<file path="src/rtl/food_placer_if.sv">
// Signal bundle between the food placer and the rest of the snake game.
// The game side (master) drives candidates, body map and head; the placer (slave) returns food state.
interface food_placer_if #(
    parameter int SCORE_W = 8
);
    logic [7:0]         cand_a;
    logic [7:0]         cand_b;
    logic [99:0]        body_map;
    logic [7:0]         head_pos;
    logic               move_tick;
    logic [7:0]         food_pos;
    logic               food_valid;
    logic               eaten;
    logic [SCORE_W-1:0] score;
    logic               board_full;

    modport master (
        output cand_a, cand_b, body_map, head_pos, move_tick,
        input  food_pos, food_valid, eaten, score, board_full
    );

    modport slave (
        input  cand_a, cand_b, body_map, head_pos, move_tick,
        output food_pos, food_valid, eaten, score, board_full
    );
endinterface

</file>
<file path="src/rtl/food_placer.sv">
// Food placement for the snake game: accepts free candidate cells, falls back to a
// linear scan after repeated misses, and tracks eating and score.
module food_placer #(
    parameter int MAX_TRIES = 16,
    parameter int SCORE_W   = 8
) (
    input  logic          clk,
    input  logic          rst,
    food_placer_if.slave  bus
);

    localparam logic [7:0] TRIES_LAST = 8'(MAX_TRIES - 1);
    localparam logic [7:0] SCAN_FIRST = 8'd12;
    localparam logic [7:0] SCAN_LAST  = 8'd89;

    typedef enum logic [2:0] {
        SAMPLE,
        CHECK,
        SCAN,
        HOLD,
        FULL
    } state_t;

    state_t             state_reg,      state_next;
    logic [7:0]         cand_a_reg,     cand_a_next;
    logic [7:0]         cand_b_reg,     cand_b_next;
    logic [7:0]         tries_reg,      tries_next;
    logic [7:0]         scan_idx_reg,   scan_idx_next;
    logic [7:0]         food_pos_reg,   food_pos_next;
    logic               food_valid_reg, food_valid_next;
    logic               eaten_reg,      eaten_next;
    logic [SCORE_W-1:0] score_reg,      score_next;
    logic               board_full_reg, board_full_next;

    // Free-cell vector: playable mask is a constant, so off-field cells never look at body_map.
    logic [99:0]  free_vec;
    logic [127:0] free_ext;

    for (genvar gi = 0; gi < 100; gi++) begin : g_free
        localparam bit PLAY = (gi >= 12) && (gi <= 89) && ((gi % 10) >= 2);
        if (PLAY) begin : g_play
            assign free_vec[gi] = ~bus.body_map[gi];
        end else begin : g_wall
            assign free_vec[gi] = 1'b0;
        end
    end

    assign free_ext = {28'b0, free_vec};

    // Indices 128..255 have bit 7 set and are rejected outright.
    logic free_a, free_b, free_scan;
    assign free_a    = ~cand_a_reg[7]   & free_ext[cand_a_reg[6:0]];
    assign free_b    = ~cand_b_reg[7]   & free_ext[cand_b_reg[6:0]];
    assign free_scan = ~scan_idx_reg[7] & free_ext[scan_idx_reg[6:0]];

    always_ff @(posedge clk) begin
        if (rst) begin
            state_reg      <= SAMPLE;
            cand_a_reg     <= '0;
            cand_b_reg     <= '0;
            tries_reg      <= '0;
            scan_idx_reg   <= SCAN_FIRST;
            food_pos_reg   <= '0;
            food_valid_reg <= 1'b0;
            eaten_reg      <= 1'b0;
            score_reg      <= '0;
            board_full_reg <= 1'b0;
        end else begin
            state_reg      <= state_next;
            cand_a_reg     <= cand_a_next;
            cand_b_reg     <= cand_b_next;
            tries_reg      <= tries_next;
            scan_idx_reg   <= scan_idx_next;
            food_pos_reg   <= food_pos_next;
            food_valid_reg <= food_valid_next;
            eaten_reg      <= eaten_next;
            score_reg      <= score_next;
            board_full_reg <= board_full_next;
        end
    end

    always_comb begin
        state_next      = state_reg;
        cand_a_next     = cand_a_reg;
        cand_b_next     = cand_b_reg;
        tries_next      = tries_reg;
        scan_idx_next   = scan_idx_reg;
        food_pos_next   = food_pos_reg;
        food_valid_next = food_valid_reg;
        eaten_next      = 1'b0;
        score_next      = score_reg;
        board_full_next = board_full_reg;

        unique case (state_reg)
            SAMPLE: begin
                cand_a_next = bus.cand_a;
                cand_b_next = bus.cand_b;
                state_next  = CHECK;
            end

            CHECK: begin
                if (free_a) begin
                    food_pos_next   = cand_a_reg;
                    food_valid_next = 1'b1;
                    tries_next      = '0;
                    state_next      = HOLD;
                end else if (free_b) begin
                    food_pos_next   = cand_b_reg;
                    food_valid_next = 1'b1;
                    tries_next      = '0;
                    state_next      = HOLD;
                end else if (tries_reg == TRIES_LAST) begin
                    tries_next    = '0;
                    scan_idx_next = SCAN_FIRST;
                    state_next    = SCAN;
                end else begin
                    tries_next = tries_reg + 8'd1;
                    state_next = SAMPLE;
                end
            end

            SCAN: begin
                if (free_scan) begin
                    food_pos_next   = scan_idx_reg;
                    food_valid_next = 1'b1;
                    state_next      = HOLD;
                end else if (scan_idx_reg == SCAN_LAST) begin
                    board_full_next = 1'b1;
                    state_next      = FULL;
                end else begin
                    scan_idx_next = scan_idx_reg + 8'd1;
                end
            end

            HOLD: begin
                // Only a real move onto the food counts; a stationary head over it does not.
                if (bus.move_tick && (bus.head_pos == food_pos_reg)) begin
                    eaten_next      = 1'b1;
                    food_valid_next = 1'b0;
                    if (score_reg != {SCORE_W{1'b1}}) begin
                        score_next = score_reg + 1'b1;
                    end
                    state_next = SAMPLE;
                end
            end

            FULL: begin
                food_valid_next = 1'b0;
                board_full_next = 1'b1;
            end

            default: begin
                state_next = SAMPLE;
            end
        endcase
    end

    assign bus.food_pos   = food_pos_reg;
    assign bus.food_valid = food_valid_reg;
    assign bus.eaten      = eaten_reg;
    assign bus.score      = score_reg;
    assign bus.board_full = board_full_reg;

endmodule

</file>
<file path="src/flat_wrapper.sv">
// flat-port wrapper written by rule: the top's interface ports become plain ports
module food_placer_flat 
#(
    parameter int MAX_TRIES = 16,
    parameter int SCORE_W   = 8
)
  (clk, rst, bus_cand_a, bus_cand_b, bus_body_map, bus_head_pos, bus_move_tick, bus_food_pos, bus_food_valid, bus_eaten, bus_score, bus_board_full);
  food_placer_if #(.SCORE_W(SCORE_W)) bus_i ();
  input  logic clk;
  input  logic rst;
  input wire logic [$bits(bus_i.cand_a)-1:0] bus_cand_a;
  input wire logic [$bits(bus_i.cand_b)-1:0] bus_cand_b;
  input wire logic [$bits(bus_i.body_map)-1:0] bus_body_map;
  input wire logic [$bits(bus_i.head_pos)-1:0] bus_head_pos;
  input wire logic [$bits(bus_i.move_tick)-1:0] bus_move_tick;
  output wire logic [$bits(bus_i.food_pos)-1:0] bus_food_pos;
  output wire logic [$bits(bus_i.food_valid)-1:0] bus_food_valid;
  output wire logic [$bits(bus_i.eaten)-1:0] bus_eaten;
  output wire logic [$bits(bus_i.score)-1:0] bus_score;
  output wire logic [$bits(bus_i.board_full)-1:0] bus_board_full;
  assign bus_i.cand_a = bus_cand_a;
  assign bus_i.cand_b = bus_cand_b;
  assign bus_i.body_map = bus_body_map;
  assign bus_i.head_pos = bus_head_pos;
  assign bus_i.move_tick = bus_move_tick;
  assign bus_food_pos = bus_i.food_pos;
  assign bus_food_valid = bus_i.food_valid;
  assign bus_eaten = bus_i.eaten;
  assign bus_score = bus_i.score;
  assign bus_board_full = bus_i.board_full;
  food_placer #(.MAX_TRIES(MAX_TRIES), .SCORE_W(SCORE_W)) u_core (.clk(clk), .rst(rst), .bus(bus_i));
endmodule
</file>
<file path="config.mk">
export PLATFORM = sky130hd
export DESIGN_NAME = food_placer_flat
export DESIGN_NICKNAME = d
export VERILOG_FILES = /design/src/rtl/food_placer_if.sv /design/src/rtl/food_placer.sv /design/src/flat_wrapper.sv
export SDC_FILE = /design/constraint.sdc
export NUM_CORES = 1
export LEC_CHECK = 0
export CAP_MARGIN = 15
export CORE_MARGIN = 1
export CORE_UTILIZATION = 43
export DETAILED_ROUTE_END_ITERATION = 8
export PLACE_DENSITY = 0.74
export SYNTH_ARGS = -nofsm -noshare
export SYNTH_HDL_FRONTEND = slang
export SYNTH_SLANG_ARGS = --single-unit
</file>
<file path="constraint.sdc">
create_clock -name clk -period 2.5 [get_ports clk]
set_input_delay 0.5 -clock clk [delete_from_list [all_inputs] [get_ports clk]]
set_output_delay 0.5 -clock clk [all_outputs]
set_load 0.1 [all_outputs]
</file>
==> metrics.yaml, run 1 <==
outcome:
  outcome: "finished with violations"
  violations: "setup timing"
worst_setup_path:
  cp_num_buf_inv: 0
  cp.required_ns: 2.71
  rr_endpoint: "u_core.state_reg[0]"
  r2r_slack_ns: -0.24
  endpoint_kind: "flop"
  cp_top_family: "compound AO/OA/AOI/OAI gates"
  cp_common_cell: "a2111oi_4"
  rr_worst_depth: 8
  crit_fanout: 3
  r2r-start: "u_core.cand_b_reg[0]"
  startpoint_type: "flop"
  max_stage_delay_ns: 0.54
  cp.arrival_ns: 2.96
  critPathKind: "reg2reg"
  crit_chain: "mux4_2, or2_0, a31o_1, a2111oi_4, a21oi_2, and2_4, a22o_1, a2111oi_4"
  crit_slowest_cell: "mux4_2"
timing:
  slew_headroom_pct: 57.3
  rsz0062_at_grt: "true"
  final_max_slew_viol_count: 0
  skew_ns: 0.0109
  setup_viol: 24
  hold_viol_final: 0
  finalCritPeriodShare_pct: 110
  tns_ns: -4.04
  max_freq_mhz: 364
  fin_crit_ns: 2.74
  worst_slack_ns: -0.244
  tightest_slew_ns: 0.635
worst_hold_path:
  hold_depth: 2
  hold_end: "u_core.bus.board_full"
  hold_class: "reg2reg"
  hold_path.startpoint: "u_core.bus.board_full"
global_routing:
  grt_util_all_layers_pct: 30.8
  grt_pass1_vias: 5143
  grt_pass1_wl_mm: 26.5
  grt_overflow: 0
  grt_max_degree: 48
  antenna_found_initial: 0
routing:
  vias: 5019
  wirelength_mm: 16.8
  wl_per_cell_um: 19.8
  drcViolationCount: 0
  dr.pass1.iters: 5
  avgViaCountPerCell: 5.89
  final_antenna_net_count: 0
  drt-initial-drc-count: 316
power_and_ir_drop:
  pwr-share-clk_pct: 14.4
  p_leak_uw: 0.00269
  pwr_density_cell_nw_per_um2: 720
  p_seq_share_pct: 24.1
  swShare_pct: 43.1
  share_comb_of_total_power_pct: 61.4
  p_switching_uw: 2150
  irDropWorstVdd_v: 0.000845
  design_power_total_uw: 4980
  p_int_uw: 2830
synth:
  syn_avg_cell_area_um2: 8.76
  ys_seq_area_share_pct: 24.0
  syn_nets: 646
  ys.warnings.count: 0
  post_synth_num_cell_types: 74
  synth_edf_count: 0
  ys_ff_latch: 54
  synth_area_um2: 4510
  synth_ff_type: "dfxtp_1"
  async_flop_share_pct: 0
  synth_cells: 515
placed_design:
  gp_congestion: 0.939
  place_inst: 832
  dp_hpwl_mm: 13.0
  port_buffers: 109
  dp_slack_ns: -0.762
clock_tree:
  h-tree-depth: 2
  cts_tree: "yes"
  cts_buffer_depth: 2
  clk_latency_ns: 0.32
  clkTransAtPathRegs_ns: 0.10
  clkSinkCount: 54
  cts_made_buffers: 5
  root_buffer: "clkbuf_8"
floorplanning:
  io_pins: 146
  initial_utilization_pct: 44.1
  core.rowCount: 37
  die-width_um: 104
  core_um2: 10200
  die_h_um: 104
  die_area_um2: 10900
final_layout:
  fin_nets: 846
  diodes: 0
  fill_cells: 831
  mostFrequentLayoutCell: "buf_4"
  drive_gt1_share_pct: 35.9
  multiInputGateArea_um2: 3440
  fin_cells: 852
  mostFrequentLayoutCells: "131 x buf_4, 65 x nand2_1, 45 x clkdlybuf4s50_1"
  syn_to_final_growth_pct: 53.3
  regArea_um2: 1110
run:
  cap_violations: 0
per-layer routing:
metal  global-route usage [%]  up-vias  share of wire [%]
li1                         -     2341                  -
met1                     36.3     2407                 40
met2                     55.3      223                 50
met3                     4.51       48                6.2
met4                     13.5        0                4.1
met5                        0        -                  0
layout make-up:
cell class                      instances  share of cell area (%)
Clock buffer                            6                    1.19
Clock inverter                          2                   0.869
Inverter                               18                   0.978
Multi-Input combinational cell        405                    49.8
Sequential cell                        54                    16.1
Tap cell                              136                    2.46
Timing Repair Buffer                  231                    28.6
Yosys cell counts, drive strengths merged, types with 3 or more instances:
cell type,instances,area (um2)
nor4,4,31.3
o211a,3,30.0
ha,4,50.1
o31ai,4,30.0
nand2b,8,50.1
o211ai,3,22.5
clkbuf,21,80.1
and3,5,31.3
o21ai,10,53.8
xnor2,10,87.6
nand3,13,65.1
a21oi,31,170
xor2,7,61.3
inv,18,67.6
o221ai,4,35.0
nor2,35,131
and2,3,21.3
nor2b,16,100
nor3b,3,22.5
dfxtp,54,1080
o22ai,9,56.3
a22o,3,26.3
mux2i,28,280
buf,18,124
a31oi,6,37.5
or3,5,31.3
nor3,12,60.1
o22a,3,26.3
or2,4,25.0
a211oi,6,55.1
a221oi,6,52.6
a2111oi,3,63.8
a22oi,3,22.5
nand2,65,244
nand4,12,75.1
mux4,28,634
a311o,3,30.0
mux2,17,191
how the worst max path moves through the flow:
| stage | from | to | slack [ns] | depth (start not counted) |
|---|---|---|---|---|
| global route | u_core.cand_b_reg[0] | u_core.bus.food_pos[4] | -0.31 | 8 |
| detailed placement | bus_body_map[45] | u_core.tries_reg[7] | -0.76 | 10 |
| finish | u_core.cand_b_reg[0] | u_core.state_reg[0] | -0.24 | 8 |
| global placement | bus_body_map[34] | u_core.scan_idx_reg[2] | -0.72 | 10 |
| floorplan | bus_body_map[59] | u_core.bus.food_pos[0] | -0.08 | 8 |
| CTS | u_core.cand_b_reg[0] | u_core.state_reg[0] | -0.25 | 8 |
what timing repair did:
action / CTS / global route
endpoints found under the hold margin: 0 / 0
pin swaps: 29 / 12
setup buffers: 5 / 6
hold buffers: 0 / 0
gates resized for setup: 101 / 11
endpoints found under the setup margin: 28 / 30
gates cloned: 0 / 1
worst reg2reg max path, stage by stage (launching register included):
cell and delay, ns:
dfxtp_4 0.39, mux4_2 0.54, or2_0 0.23, a31o_1 0.21, a2111oi_4 0.43, a21oi_2 0.13
and2_4 0.17, a22o_1 0.24, a2111oi_4 0.30
power by group through the flow:
stage / registers, uW / logic [uW] / clock network, uW
after CTS: 1200 / 2910 / 728
after floorplan: 1530 / 1370 / 0
after global placement: 1210 / 2680 / 0
after detailed placement: 1210 / 2720 / 0
final: 1200 / 3060 / 719
after global routing: 1220 / 3230 / 755
logic make-up after synthesis:
| kind of cell | Yosys count | share of synthesized area, % |
|---|---|---|
| mux | 73 | 24.5 |
| fa+ha+maj | 4 | 1.11 |
| xor+xnor | 17 | 3.30 |
| compound gates | 118 | 20.0 |
| flops | 54 | 24.0 |
| simple gates | 192 | 21.1 |
| buf+inv | 57 | 6.02 |
per-stage QoR:
| stage | hold WS, ns | utilization [%] | area, um2 |
|---|---|---|---|
| 2_1_floorplan | 0.453 | - | 4560 |
| 3_3_place_gp | 0.476 | 62.8 | 6430 |
| 3_5_place_dp | 0.479 | 62.8 | 6430 |
| 4_1_cts | 0.501 | 66.5 | 6800 |
| 5_1_grt | 0.525 | 67.6 | 6910 |
| 6_report | 0.498 | 67.6 | 6910 |
Power figures use the tool's default switching activity.
==> inputs of run 2 (changes only) <==
- CTS_BUF_LIST: default -> sky130_fd_sc_hd__clkbuf_16
- HOLD_SLACK_MARGIN: default -> 0.06
==> metrics.yaml, run 2 (synthesized netlist as in run 1, its figures left out) <==
timing:
  tns_ns: -4.46  # -0.424 ns
  slew_headroom_pct: 52.0  # -5.3 points
  worst_slack_ns: -0.276  # -0.0317 ns
  tightest_slew_ns: 0.713  # +0.0782 ns
  hold_viol_final: 0  # unchanged
  hold-worst-slack_ns: 0.493  # -0.00442 ns
  setup_viol: 24  # unchanged
  finalCritPeriodShare_pct: 111  # +1.3 points
  fin_crit_ns: 2.78  # +0.0317 ns
  skew_ns: 0.00550  # -0.00540 ns
  final_max_slew_viol_count: 0  # unchanged
  max_freq_mhz: 360  # -1.1%
  rsz0062_at_grt: "true"
final_layout:
  fin_nets: 845  # -0.12%
  mostFrequentLayoutCells: "127 x buf_4, 65 x nand2_1, 46 x dlygate4sd2_1"
  syn_to_final_growth_pct: 55.9
  diodes: 0  # unchanged
  fin_cells: 851  # -0.12%
  drive_gt1_share_pct: 36.6  # +0.75 points
  mostFrequentLayoutCell: "buf_4"
  fin_util_pct: 68.7  # +1.2 points
floorplanning:
  initial_utilization_pct: 44.1  # unchanged
  die-width_um: 104  # unchanged
  die_h_um: 104  # unchanged
  io_pins: 146  # unchanged
  core_um2: 10200  # unchanged
  core.rowCount: 37  # unchanged
  die_area_um2: 10900  # unchanged
global_routing:
  grt_max_degree: 48  # unchanged
  grt_pass1_wl_mm: 27.0  # +1.7%
  grt_overflow: 0  # unchanged
  antenna_found_initial: 0  # unchanged
  grt_pass1_vias: 5209  # +1.3%
  grt_util_all_layers_pct: 31.4  # +0.56 points
routing:
  final_antenna_net_count: 0  # unchanged
  drcViolationCount: 0  # unchanged
  drt-initial-drc-count: 362  # +15%
  drt-met1-wl_mm: 6.68  # +0.21%
  wl_met3_mm: 1.14  # +8.8%
  topRoutingLayerUsed: "met4"
  wl_per_cell_um: 20.0  # +1.2%
  avgViaCountPerCell: 5.96  # +1.1%
  vias: 5069  # +1.0%
  route.met2.wl_mm: 8.46  # +0.20%
  dr.pass1.iters: 5  # unchanged
  wirelength_mm: 17.0  # +1.1%
clock_tree:
  root_buffer: "clkbuf_16"
  cts_tree: "yes"
  h-tree-depth: 2  # unchanged
  clk_latency_ns: 0.29  # -0.03 ns
  cts_made_buffers: 5  # unchanged
  clkSinkCount: 54  # unchanged
  clkTransAtPathRegs_ns: 0.07  # -0.03 ns
  cts_buffer_depth: 2  # unchanged
worst_setup_path:
  cp.required_ns: 2.69  # -0.02 ns
  startpoint_type: "flop"
  crit_chain: "mux4_2, or2_0, a31o_1, a2111oi_4, a21oi_2, and2_4, a22o_1, a2111oi_4"
  endpoint_kind: "flop"
  cp_common_cell: "a2111oi_4"
  max_stage_delay_ns: 0.54  # about the same
  critPathKind: "reg2reg"
  cp.arrival_ns: 2.96  # about the same
  crit_fanout: 3  # unchanged
  crit_slowest_cell: "mux4_2"
  crit_start: "u_core.cand_b_reg[0]"
  r2r-start: "u_core.cand_b_reg[0]"
placed_design:
  port_buffers: 109  # unchanged
  place_inst: 832  # unchanged
  gp_congestion: 0.939  # unchanged
  dp_hpwl_mm: 13.0  # unchanged
outcome:
  violations: "setup timing"
  outcome: "finished with violations"
power_and_ir_drop:
  pwr_density_cell_nw_per_um2: 737  # +2.3%
  p_leak_uw: 0.00274  # +1.8%
  irDropWorstVdd_v: 0.000607  # -28%
run:
  cap_violations: 0  # unchanged
worst_hold_path:
  hold_class: "reg2reg"
  hold_path.startpoint: "u_core.bus.food_pos[1]"
-- run 2: cell types whose count changed in the layout (fill, tap and decap cells not counted), sizes merged --
cell	change
clkdlybuf4s15	+4
clkinv	+1
o21ai	-1
clkbuf	-1
dlygate4sd2	+3
clkdlybuf4s50	-7
-- run 2: layout make-up --
type	count	area, um2
clock buffers	5	125
clock inverters	3	63.8
fillers	820	3200
inverters	18	67.6
multi-input cells	404	3470
flip-flops and latches	54	1110
well taps	136	170
repair buffers	231	2020
-- run 2: routing by layer --
metal,vias up,GRT usage [%]
met1,2444,36.7
met4,0,15.5
met5,-,0
met2,233,55.3
met3,50,5.14
li1,2342,-
-- run 2: worst max-delay path: cells and delay by family (launching register included) --
family / cells / cell delay [ns]
and+or+nand+nor: 2 / 0.41
DFF: 1 / 0.38
muxes: 1 / 0.54
AOI/OAI and AO/OA: 5 / 1.35
-- run 2: power by group --
part | internal (uW) | total (uW) | switching [uW] | leakage [uW]
clock network | 570 | 878 | 307 | 0.0000915
logic | 1430 | 3090 | 1670 | 0.00220
registers | 1010 | 1210 | 195 | 0.000448
total | 3010 | 5180 | 2170 | 0.00274
-- run 2: final timing paths --
path	cells past startpoint	slack (ns)	to
hold / removal	2	0.49	u_core.bus.food_pos[1]
setup / recovery	8	-0.28	u_core.state_reg[0]
hold reg to reg	2	0.49	u_core.bus.food_pos[1]
setup reg to reg	8	-0.28	u_core.state_reg[0]
-- run 2: stage by stage --
step	setup slack (ns)	cell area, um2	power (uW)
3_5_place_dp	-0.762	6430	3930
6_report	-0.276	7030	5180
4_1_cts	-0.263	6950	5070
2_1_floorplan	-0.0803	4560	2900
5_1_grt	-0.344	7030	5400
3_3_place_gp	-0.715	6430	3890
-- run 2: repair_timing --
item	in CTS	in global routing
resized for setup	121	15
pin swaps	30	21
cloned	1	0
hold buffers	0	0
setup endpoints to repair	28	30
setup buffers	6	4
